$ cat src/rtl/tiles_pkg.sv
// Shared tile-lane geometry, colours and scheduler state codes.
package tiles_pkg;
    localparam int NUM_ROWS  = 6;
    localparam int NUM_LANES = 4;
    localparam int LANE_W    = 20;
    localparam int LANE_X0   = 120;
    localparam int ROW_H     = 40;
    localparam int X_W       = 9;
    localparam int Y_W       = 8;
    localparam int OFS_W     = 6;
    localparam int CODE_W    = 3;

    localparam logic [2:0] COLOUR_WHITE = 3'b111;
    localparam logic [2:0] COLOUR_BLACK = 3'b000;
    localparam logic [CODE_W-1:0] LANE_NONE = '0;

    localparam logic [1:0] IDLE  = 2'd0;
    localparam logic [1:0] ERASE = 2'd1;
    localparam logic [1:0] DRAW  = 2'd2;
    localparam logic [1:0] DONE  = 2'd3;
endpackage

$ cat src/rtl/lane_span_scheduler_if.sv
// Request/plot bundle between a lane-code producer and the span scheduler.
interface lane_span_scheduler_if #(
    parameter int NUM_ROWS = tiles_pkg::NUM_ROWS,
    parameter int CODE_W   = tiles_pkg::CODE_W,
    parameter int OFS_W    = tiles_pkg::OFS_W,
    parameter int X_W      = tiles_pkg::X_W,
    parameter int Y_W      = tiles_pkg::Y_W
);
    logic                       start;
    logic [OFS_W-1:0]           offset;
    logic [NUM_ROWS*CODE_W-1:0] old_lane;
    logic [NUM_ROWS*CODE_W-1:0] new_lane;
    logic                       plot;
    logic [X_W-1:0]             x;
    logic [Y_W-1:0]             y;
    logic [2:0]                 colour;
    logic                       busy;
    logic                       done;

    modport master (output start, offset, old_lane, new_lane,
                    input  plot, x, y, colour, busy, done);
    modport slave  (input  start, offset, old_lane, new_lane,
                    output plot, x, y, colour, busy, done);
endinterface

$ cat src/rtl/lane_span_scheduler_span_walker.sv
// Walks one horizontal span: loads a start x and valid flag, then steps
// x once per cycle for LANE_W pixels, flagging the final pixel with last.
module span_walker #(
    parameter int LANE_W = tiles_pkg::LANE_W,
    parameter int X_W    = tiles_pkg::X_W
) (
    input  logic           clock,
    input  logic           resetn,
    input  logic           load,
    input  logic [X_W-1:0] load_x,
    input  logic           load_vld,
    output logic [X_W-1:0] x,
    output logic           vld,
    output logic           last
);
    localparam int CNT_W = (LANE_W > 1) ? $clog2(LANE_W) : 1;

    logic [X_W-1:0]   x_q, x_d;
    logic [CNT_W-1:0] cnt_q, cnt_d;
    logic             vld_q, vld_d;

    assign last = vld_q && (cnt_q == CNT_W'(LANE_W - 1));

    always_comb begin
        x_d   = x_q;
        cnt_d = cnt_q;
        vld_d = vld_q;
        if (load) begin
            vld_d = load_vld;
            cnt_d = '0;
            // Empty spans keep the previous x so no out-of-lane value appears.
            if (load_vld) x_d = load_x;
        end else if (vld_q) begin
            if (last) begin
                vld_d = 1'b0;
            end else begin
                x_d   = x_q + 1'b1;
                cnt_d = cnt_q + 1'b1;
            end
        end
    end

    always_ff @(posedge clock) begin
        if (!resetn) begin
            x_q   <= '0;
            cnt_q <= '0;
            vld_q <= 1'b0;
        end else begin
            x_q   <= x_d;
            cnt_q <= cnt_d;
            vld_q <= vld_d;
        end
    end

    assign x   = x_q;
    assign vld = vld_q;
endmodule

$ cat src/rtl/lane_span_scheduler.sv
// Frame scheduler: per row, erase the old lane span then draw the new one.
// SPAN_SKIP_UNCHANGED_EN: rows with identical old/new codes emit no pixels.
module lane_span_scheduler #(
    parameter int NUM_ROWS  = tiles_pkg::NUM_ROWS,
    parameter int NUM_LANES = tiles_pkg::NUM_LANES,
    parameter int LANE_W    = tiles_pkg::LANE_W,
    parameter int LANE_X0   = tiles_pkg::LANE_X0,
    parameter int ROW_H     = tiles_pkg::ROW_H,
    parameter int X_W       = tiles_pkg::X_W,
    parameter int Y_W       = tiles_pkg::Y_W,
    parameter int OFS_W     = tiles_pkg::OFS_W,
    parameter int CODE_W    = tiles_pkg::CODE_W
) (
    input  logic                  clock,
    input  logic                  resetn,
    lane_span_scheduler_if.slave  bus
);
    import tiles_pkg::*;

    localparam int ROW_W = (NUM_ROWS > 1) ? $clog2(NUM_ROWS) : 1;
`ifdef SPAN_SKIP_UNCHANGED_EN
    localparam bit SKIP_SAME = 1'b1;
`else
    localparam bit SKIP_SAME = 1'b0;
`endif

    function automatic logic code_ok(input logic [CODE_W-1:0] c);
        return (c != LANE_NONE) && (int'(c) <= NUM_LANES);
    endfunction

    function automatic logic [X_W-1:0] lane_x(input logic [CODE_W-1:0] c);
        int t;
        t = LANE_X0 + (int'(c) - 1) * LANE_W;
        return t[X_W-1:0];
    endfunction

    function automatic logic [Y_W-1:0] row_y(input logic [ROW_W-1:0] r, input logic [OFS_W-1:0] o);
        int t;
        t = int'(r) * ROW_H + int'(o);
        return t[Y_W-1:0];
    endfunction

    logic [1:0]                 state_q, state_d;
    logic [ROW_W-1:0]           row_q, row_d, row_nx;
    logic [OFS_W-1:0]           ofs_q, ofs_d;
    logic [NUM_ROWS*CODE_W-1:0] old_q, old_d, new_q, new_d;
    logic [Y_W-1:0]             y_q, y_d;
    logic [2:0]                 colour_q, colour_d;
    logic                       ld, ld_same, ld_vld, phase_end;
    logic [CODE_W-1:0]          ld_code;
    logic [X_W-1:0]             w_x;
    logic                       w_vld, w_last;

    always_comb begin
        state_d   = state_q;
        row_d     = row_q;
        ofs_d     = ofs_q;
        old_d     = old_q;
        new_d     = new_q;
        y_d       = y_q;
        colour_d  = colour_q;
        ld        = 1'b0;
        ld_code   = LANE_NONE;
        ld_same   = 1'b0;
        row_nx    = row_q + 1'b1;
        phase_end = !w_vld || w_last;
        case (state_q)
            IDLE: if (bus.start) begin
                // First beat is built straight from the inputs so it lands one cycle after start.
                ofs_d    = bus.offset;
                old_d    = bus.old_lane;
                new_d    = bus.new_lane;
                state_d  = ERASE;
                row_d    = '0;
                ld       = 1'b1;
                ld_code  = bus.old_lane[CODE_W-1:0];
                ld_same  = bus.old_lane[CODE_W-1:0] == bus.new_lane[CODE_W-1:0];
                y_d      = row_y('0, bus.offset);
                colour_d = COLOUR_WHITE;
            end
            ERASE: if (phase_end) begin
                state_d  = DRAW;
                ld       = 1'b1;
                ld_code  = new_q[row_q*CODE_W +: CODE_W];
                ld_same  = old_q[row_q*CODE_W +: CODE_W] == new_q[row_q*CODE_W +: CODE_W];
                colour_d = COLOUR_BLACK;
            end
            DRAW: if (phase_end) begin
                ld = 1'b1;
                if (row_q == ROW_W'(NUM_ROWS - 1)) begin
                    state_d = DONE;
                end else begin
                    state_d  = ERASE;
                    row_d    = row_nx;
                    ld_code  = old_q[row_nx*CODE_W +: CODE_W];
                    ld_same  = old_q[row_nx*CODE_W +: CODE_W] == new_q[row_nx*CODE_W +: CODE_W];
                    y_d      = row_y(row_nx, ofs_q);
                    colour_d = COLOUR_WHITE;
                end
            end
            default: state_d = IDLE;
        endcase
        ld_vld = code_ok(ld_code) && !(SKIP_SAME && ld_same);
    end

    always_ff @(posedge clock) begin
        if (!resetn) begin
            state_q  <= IDLE;
            row_q    <= '0;
            ofs_q    <= '0;
            old_q    <= '0;
            new_q    <= '0;
            y_q      <= '0;
            colour_q <= '0;
        end else begin
            state_q  <= state_d;
            row_q    <= row_d;
            ofs_q    <= ofs_d;
            old_q    <= old_d;
            new_q    <= new_d;
            y_q      <= y_d;
            colour_q <= colour_d;
        end
    end

    span_walker #(.LANE_W(LANE_W), .X_W(X_W)) u_walker (
        .clock    (clock),
        .resetn   (resetn),
        .load     (ld),
        .load_x   (lane_x(ld_code)),
        .load_vld (ld_vld),
        .x        (w_x),
        .vld      (w_vld),
        .last     (w_last)
    );

    assign bus.plot   = w_vld;
    assign bus.x      = w_x;
    assign bus.y      = y_q;
    assign bus.colour = colour_q;
    assign bus.busy   = (state_q == ERASE) || (state_q == DRAW);
    assign bus.done   = (state_q == DONE);
endmodule

$ cat src/flat_wrapper.sv
// flat-port wrapper written by rule: the top's interface ports become plain ports
module lane_span_scheduler_flat import tiles_pkg::*;
#(
    parameter int NUM_ROWS  = tiles_pkg::NUM_ROWS,
    parameter int NUM_LANES = tiles_pkg::NUM_LANES,
    parameter int LANE_W    = tiles_pkg::LANE_W,
    parameter int LANE_X0   = tiles_pkg::LANE_X0,
    parameter int ROW_H     = tiles_pkg::ROW_H,
    parameter int X_W       = tiles_pkg::X_W,
    parameter int Y_W       = tiles_pkg::Y_W,
    parameter int OFS_W     = tiles_pkg::OFS_W,
    parameter int CODE_W    = tiles_pkg::CODE_W
)
  (clock, resetn, bus_start, bus_offset, bus_old_lane, bus_new_lane, bus_plot, bus_x, bus_y, bus_colour, bus_busy, bus_done);
  lane_span_scheduler_if #(.NUM_ROWS(NUM_ROWS), .CODE_W(CODE_W), .OFS_W(OFS_W), .X_W(X_W), .Y_W(Y_W)) bus_i ();
  input  logic clock;
  input  logic resetn;
  input wire logic [$bits(bus_i.start)-1:0] bus_start;
  input wire logic [$bits(bus_i.offset)-1:0] bus_offset;
  input wire logic [$bits(bus_i.old_lane)-1:0] bus_old_lane;
  input wire logic [$bits(bus_i.new_lane)-1:0] bus_new_lane;
  output wire logic [$bits(bus_i.plot)-1:0] bus_plot;
  output wire logic [$bits(bus_i.x)-1:0] bus_x;
  output wire logic [$bits(bus_i.y)-1:0] bus_y;
  output wire logic [$bits(bus_i.colour)-1:0] bus_colour;
  output wire logic [$bits(bus_i.busy)-1:0] bus_busy;
  output wire logic [$bits(bus_i.done)-1:0] bus_done;
  assign bus_i.start = bus_start;
  assign bus_i.offset = bus_offset;
  assign bus_i.old_lane = bus_old_lane;
  assign bus_i.new_lane = bus_new_lane;
  assign bus_plot = bus_i.plot;
  assign bus_x = bus_i.x;
  assign bus_y = bus_i.y;
  assign bus_colour = bus_i.colour;
  assign bus_busy = bus_i.busy;
  assign bus_done = bus_i.done;
  lane_span_scheduler #(.NUM_ROWS(NUM_ROWS), .NUM_LANES(NUM_LANES), .LANE_W(LANE_W), .LANE_X0(LANE_X0), .ROW_H(ROW_H), .X_W(X_W), .Y_W(Y_W), .OFS_W(OFS_W), .CODE_W(CODE_W)) u_core (.clock(clock), .resetn(resetn), .bus(bus_i));
endmodule
$ cat config.mk
export PLATFORM = sky130hd
export DESIGN_NAME = lane_span_scheduler_flat
export DESIGN_NICKNAME = d
export VERILOG_FILES = /design/src/rtl/tiles_pkg.sv /design/src/rtl/lane_span_scheduler_if.sv /design/src/rtl/lane_span_scheduler_span_walker.sv /design/src/rtl/lane_span_scheduler.sv /design/src/flat_wrapper.sv
export SDC_FILE = /design/constraint.sdc
export NUM_CORES = 1
export LEC_CHECK = 0
export ABC_AREA = 0
export CAP_MARGIN = 20
export CORE_MARGIN = 4
export CORE_UTILIZATION = 45
export CTS_CLUSTER_DIAMETER = 150
export DETAILED_ROUTE_END_ITERATION = 8
export PLACE_DENSITY = 0.7
export SLEW_MARGIN = 20
export SYNTH_ARGS = -nofsm -noshare
export SYNTH_HDL_FRONTEND = slang
export SYNTH_SLANG_ARGS = --single-unit
$ cat constraint.sdc
create_clock -name clock -period 4.55 [get_ports clock]
set_input_delay 0.6825 -clock clock [delete_from_list [all_inputs] [get_ports clock]]
set_output_delay 0.6825 -clock clock [all_outputs]
set_load 0.05 [all_outputs]
==> results of run 1 <==
==> metrics by stage <==
stage	util, %	worst slack [ns]
after detailed placement	55.35	0.5714
after CTS	58.12	0.5698
final	58.12	0.5345
after floorplan	-	0.7362
after global placement	55.35	0.7013
after global routing	58.12	0.2458
==> report_power, final <==
| group | switching (mW) | leakage, nW | internal, mW |
|---|---|---|---|
| logic | 0.535 | 1.10 | 0.347 |
| registers | 0.0737 | 0.582 | 0.701 |
| clock network | 0.260 | 0.108 | 0.316 |
==> worst min-delay path by stage <==
stage	from	end	slack, ns	cells past startpoint
after floorplan	u_core.old_q[8]	u_core.old_q[8]	0.43	2
after CTS	u_core.new_q[17]	u_core.new_q[17]	0.46	2
after detailed placement	u_core.new_q[17]	u_core.new_q[17]	0.45	2
final	u_core.ofs_q[2]	u_core.ofs_q[2]	0.46	2
after global routing	u_core.old_q[6]	u_core.old_q[6]	0.48	2
after global placement	u_core.ofs_q[1]	u_core.ofs_q[1]	0.44	2
==> placed cells by master (no fill, tap or decap), types with 2 or more instances in the layout <==
cell type / instances
clkinvlp_4: 2
nor3_1: 4
inv_1: 12
xnor2_1: 9
buf_4: 6
a31oi_1: 3
mux2_2: 5
bufinv_16: 2
nand2b_1: 2
a21oi_1: 60
a21boi_1: 3
nand3_1: 7
xor2_1: 7
mux4_2: 4
and3_1: 3
nand2_1: 101
nor2b_1: 4
mux2i_1: 9
a211oi_2: 2
and2_1: 3
o211ai_1: 2
a21oi_2: 2
clkdlybuf4s50_1: 67
inv_2: 2
ha_1: 19
clkbuf_8: 9
o21ai_1: 3
nand3b_1: 4
o22ai_1: 2
nor3b_1: 2
o21ai_0: 10
dfxtp_1: 71
a211oi_1: 8
nor2_1: 34
inv_6: 2
nand4_1: 6
==> flip-flops by register name, indices dropped and copies added (netlist names) <==
| name | flops |
|---|---|
| u_core.u_walker.vld | 1 |
| u_core.ofs_q | 6 |
| u_core.bus.colour | 1 |
| u_core.bus.y | 8 |
| u_core.old_q | 18 |
| u_core.new_q | 18 |
| u_core.row_q | 3 |
| u_core.state_q | 2 |
| u_core.u_walker.cnt_q | 5 |
| u_core.u_walker.x | 9 |
==> layout make-up <==
class	instances	area (um2)	share of cell area [%]
Timing Repair Buffer	73	715.7	14.99
Multi-Input combinational cell	349	2227	46.63
Sequential cell	71	1421	29.76
Clock inverter	7	103.9	2.174
Inverter	14	52.55	1.100
Tap cell	105	131.4	2.751
Clock buffer	9	123.9	2.594
==> kinds of logic after synthesis <==
| logic type | share of synthesized area (%) |
|---|---|
| XOR/XNOR | 3.669 |
| AO/OA/AOI/OAI | 19.62 |
| AND/OR/NAND/NOR | 21.00 |
| buffers and inverters | 4.487 |
| flip-flops | 37.21 |
| adder cells (fa/ha/maj) | 6.748 |
| multiplexers | 7.272 |
==> critical path, cell delays in order (launching register included) <==
cell and delay [ns]:
dfxtp_1 0.60, ha_1 0.42, mux4_2 0.35, nand2_1 0.09, a21oi_1 0.07, a221oi_2 0.28, or2_2 0.19, ha_1 0.30
xor2_1 0.23, ha_1 0.19, ha_1 0.14, inv_1 0.05, fa_1 0.37, xor2_1 0.15, a21oi_1 0.16, xor2_1 0.19
a211oi_2 0.08
==> layer usage <==
metal,track usage (%),up-vias
li1,-,1720
met2,32.01,71
met1,24.97,1571
met3,4.309,17
met4,6.943,0
met5,0,-
==> impl_metrics.ini, run 1 <==
[global_routing]
grt_use_total_pct = 19.41
grt_pass1_vias = 3327
overflow = 0
antenna_found_initial = 0
grt_pass1_wl_mm = 15.70
grt_max_degree = 60

[timing]
fin_setup_tns_ns = 0
skew_ns = 0.006702
post-route-period-util_pct = 88.25
hold_violations = 0
final_max_slew_viol_count = 0
setup_viol = 0
whs_ns = 0.4600
tightest_slew_ns = 1.045
fmax_mhz = 249.0
slew_headroom_pct = 30.22
rsz0062_at_grt = false
min_period_ns = 4.015

[setup_path]
end_kind = register
cp-endpoint = u_core.u_walker.x[8]
critical_path.startpoint_type = register
cp.arrival_ns = 4.20
worstReg2RegStart = u_core.row_q[0]
crit_type = reg2reg
startpoint = u_core.row_q[0]
worstReg2RegEnd = u_core.u_walker.x[8]
regToRegSetupSlack_ns = 0.53
reg2reg_depth = 16
cp_data_required_time_ns = 4.74
worstPathMaxFanout = 10

[clock_network]
cts_tree = yes
clk_latency_ns = 0.35
ctsHoldBuffers = 0
cts_sinks = 71
clkSlewWorstSetupHoldPaths_ns = 0.08
post-cts-setup-buffers = 0
root_buffer = clkbuf_8
cts.path.max_buffers = 2
htreeDepth = 3
ctsResizeCount = 0
cts_made_buffers = 9

[drt]
routed-wl-met2_mm = 4.375
drtAntennaViolNets = 0
wl_mm = 9.131
routedWlPerCell_um = 14.54
num_vias = 3379
drc = 0
wl_met3_um = 378
drt_iter0_drc = 182
drt_first_pass_iters = 4
top_layer = met4
m1WireLength_mm = 4.168
via_per_inst = 5.381

[place]
dpl.hpwl_mm = 6.729
place_congestion = 0.8666
place_inst = 612
post_dp_cell_area_um2 = 4548
port_buffers = 67

[die]
initial_core_util_pct = 46.49
die_h_um = 100.1
ios = 68
core-area_um2 = 8217
die_w_um = 100.1
rows = 33
die-area_um2 = 10030

[hold_path]
hold_class = reg2reg

[yosys]
synth.top_cell.area_share_pct = 37.21
synth_common_cells = nand2_1, dfxtp_1, a21oi_1, nor2_1, clkbuf_1
synth_seq_cells = 71
synth-edff-count = 0
syn_area_um2 = 3820
syn_inst = 461
avgSynthCellArea_um2 = 8.286
synthArstFlopShare_pct = 0
synth_seq_area_share_pct = 37.21
synthTopCellsByArea = dfxtp_1, nand2_1, a21oi_1
ys_warn_count = 0
yosys.cell_count.top_type = nand2_1
synth_top_area_cell = dfxtp_1
syn_nets = 526
synth_cell_types = 65
yosys_most_used_dff = dfxtp_1

[layout]
n_fill_cell = 772
final_cell_area_um2 = 4776
n_antenna_cell = 0
drive_above_1_share_pct = 9.178
area_growth_pct = 25.02
fin_cells = 628
fin_nets = 583

[job]
maxCapViolCount = 0

[pwr]
ir_drop_mv = 0.1707
p_leak_nw = 1.793
total_power_mw = 2.233
power_density_nw_per_um2 = 467.6

[status]
status = complete, no violations
Power figures use the tool's default switching activity.
==> run 2: changes to the inputs <==
- TNS_END_PERCENT: default -> 1
==> results of run 2 <==
Final layout, timing and power as in run 1 (identical DEF).
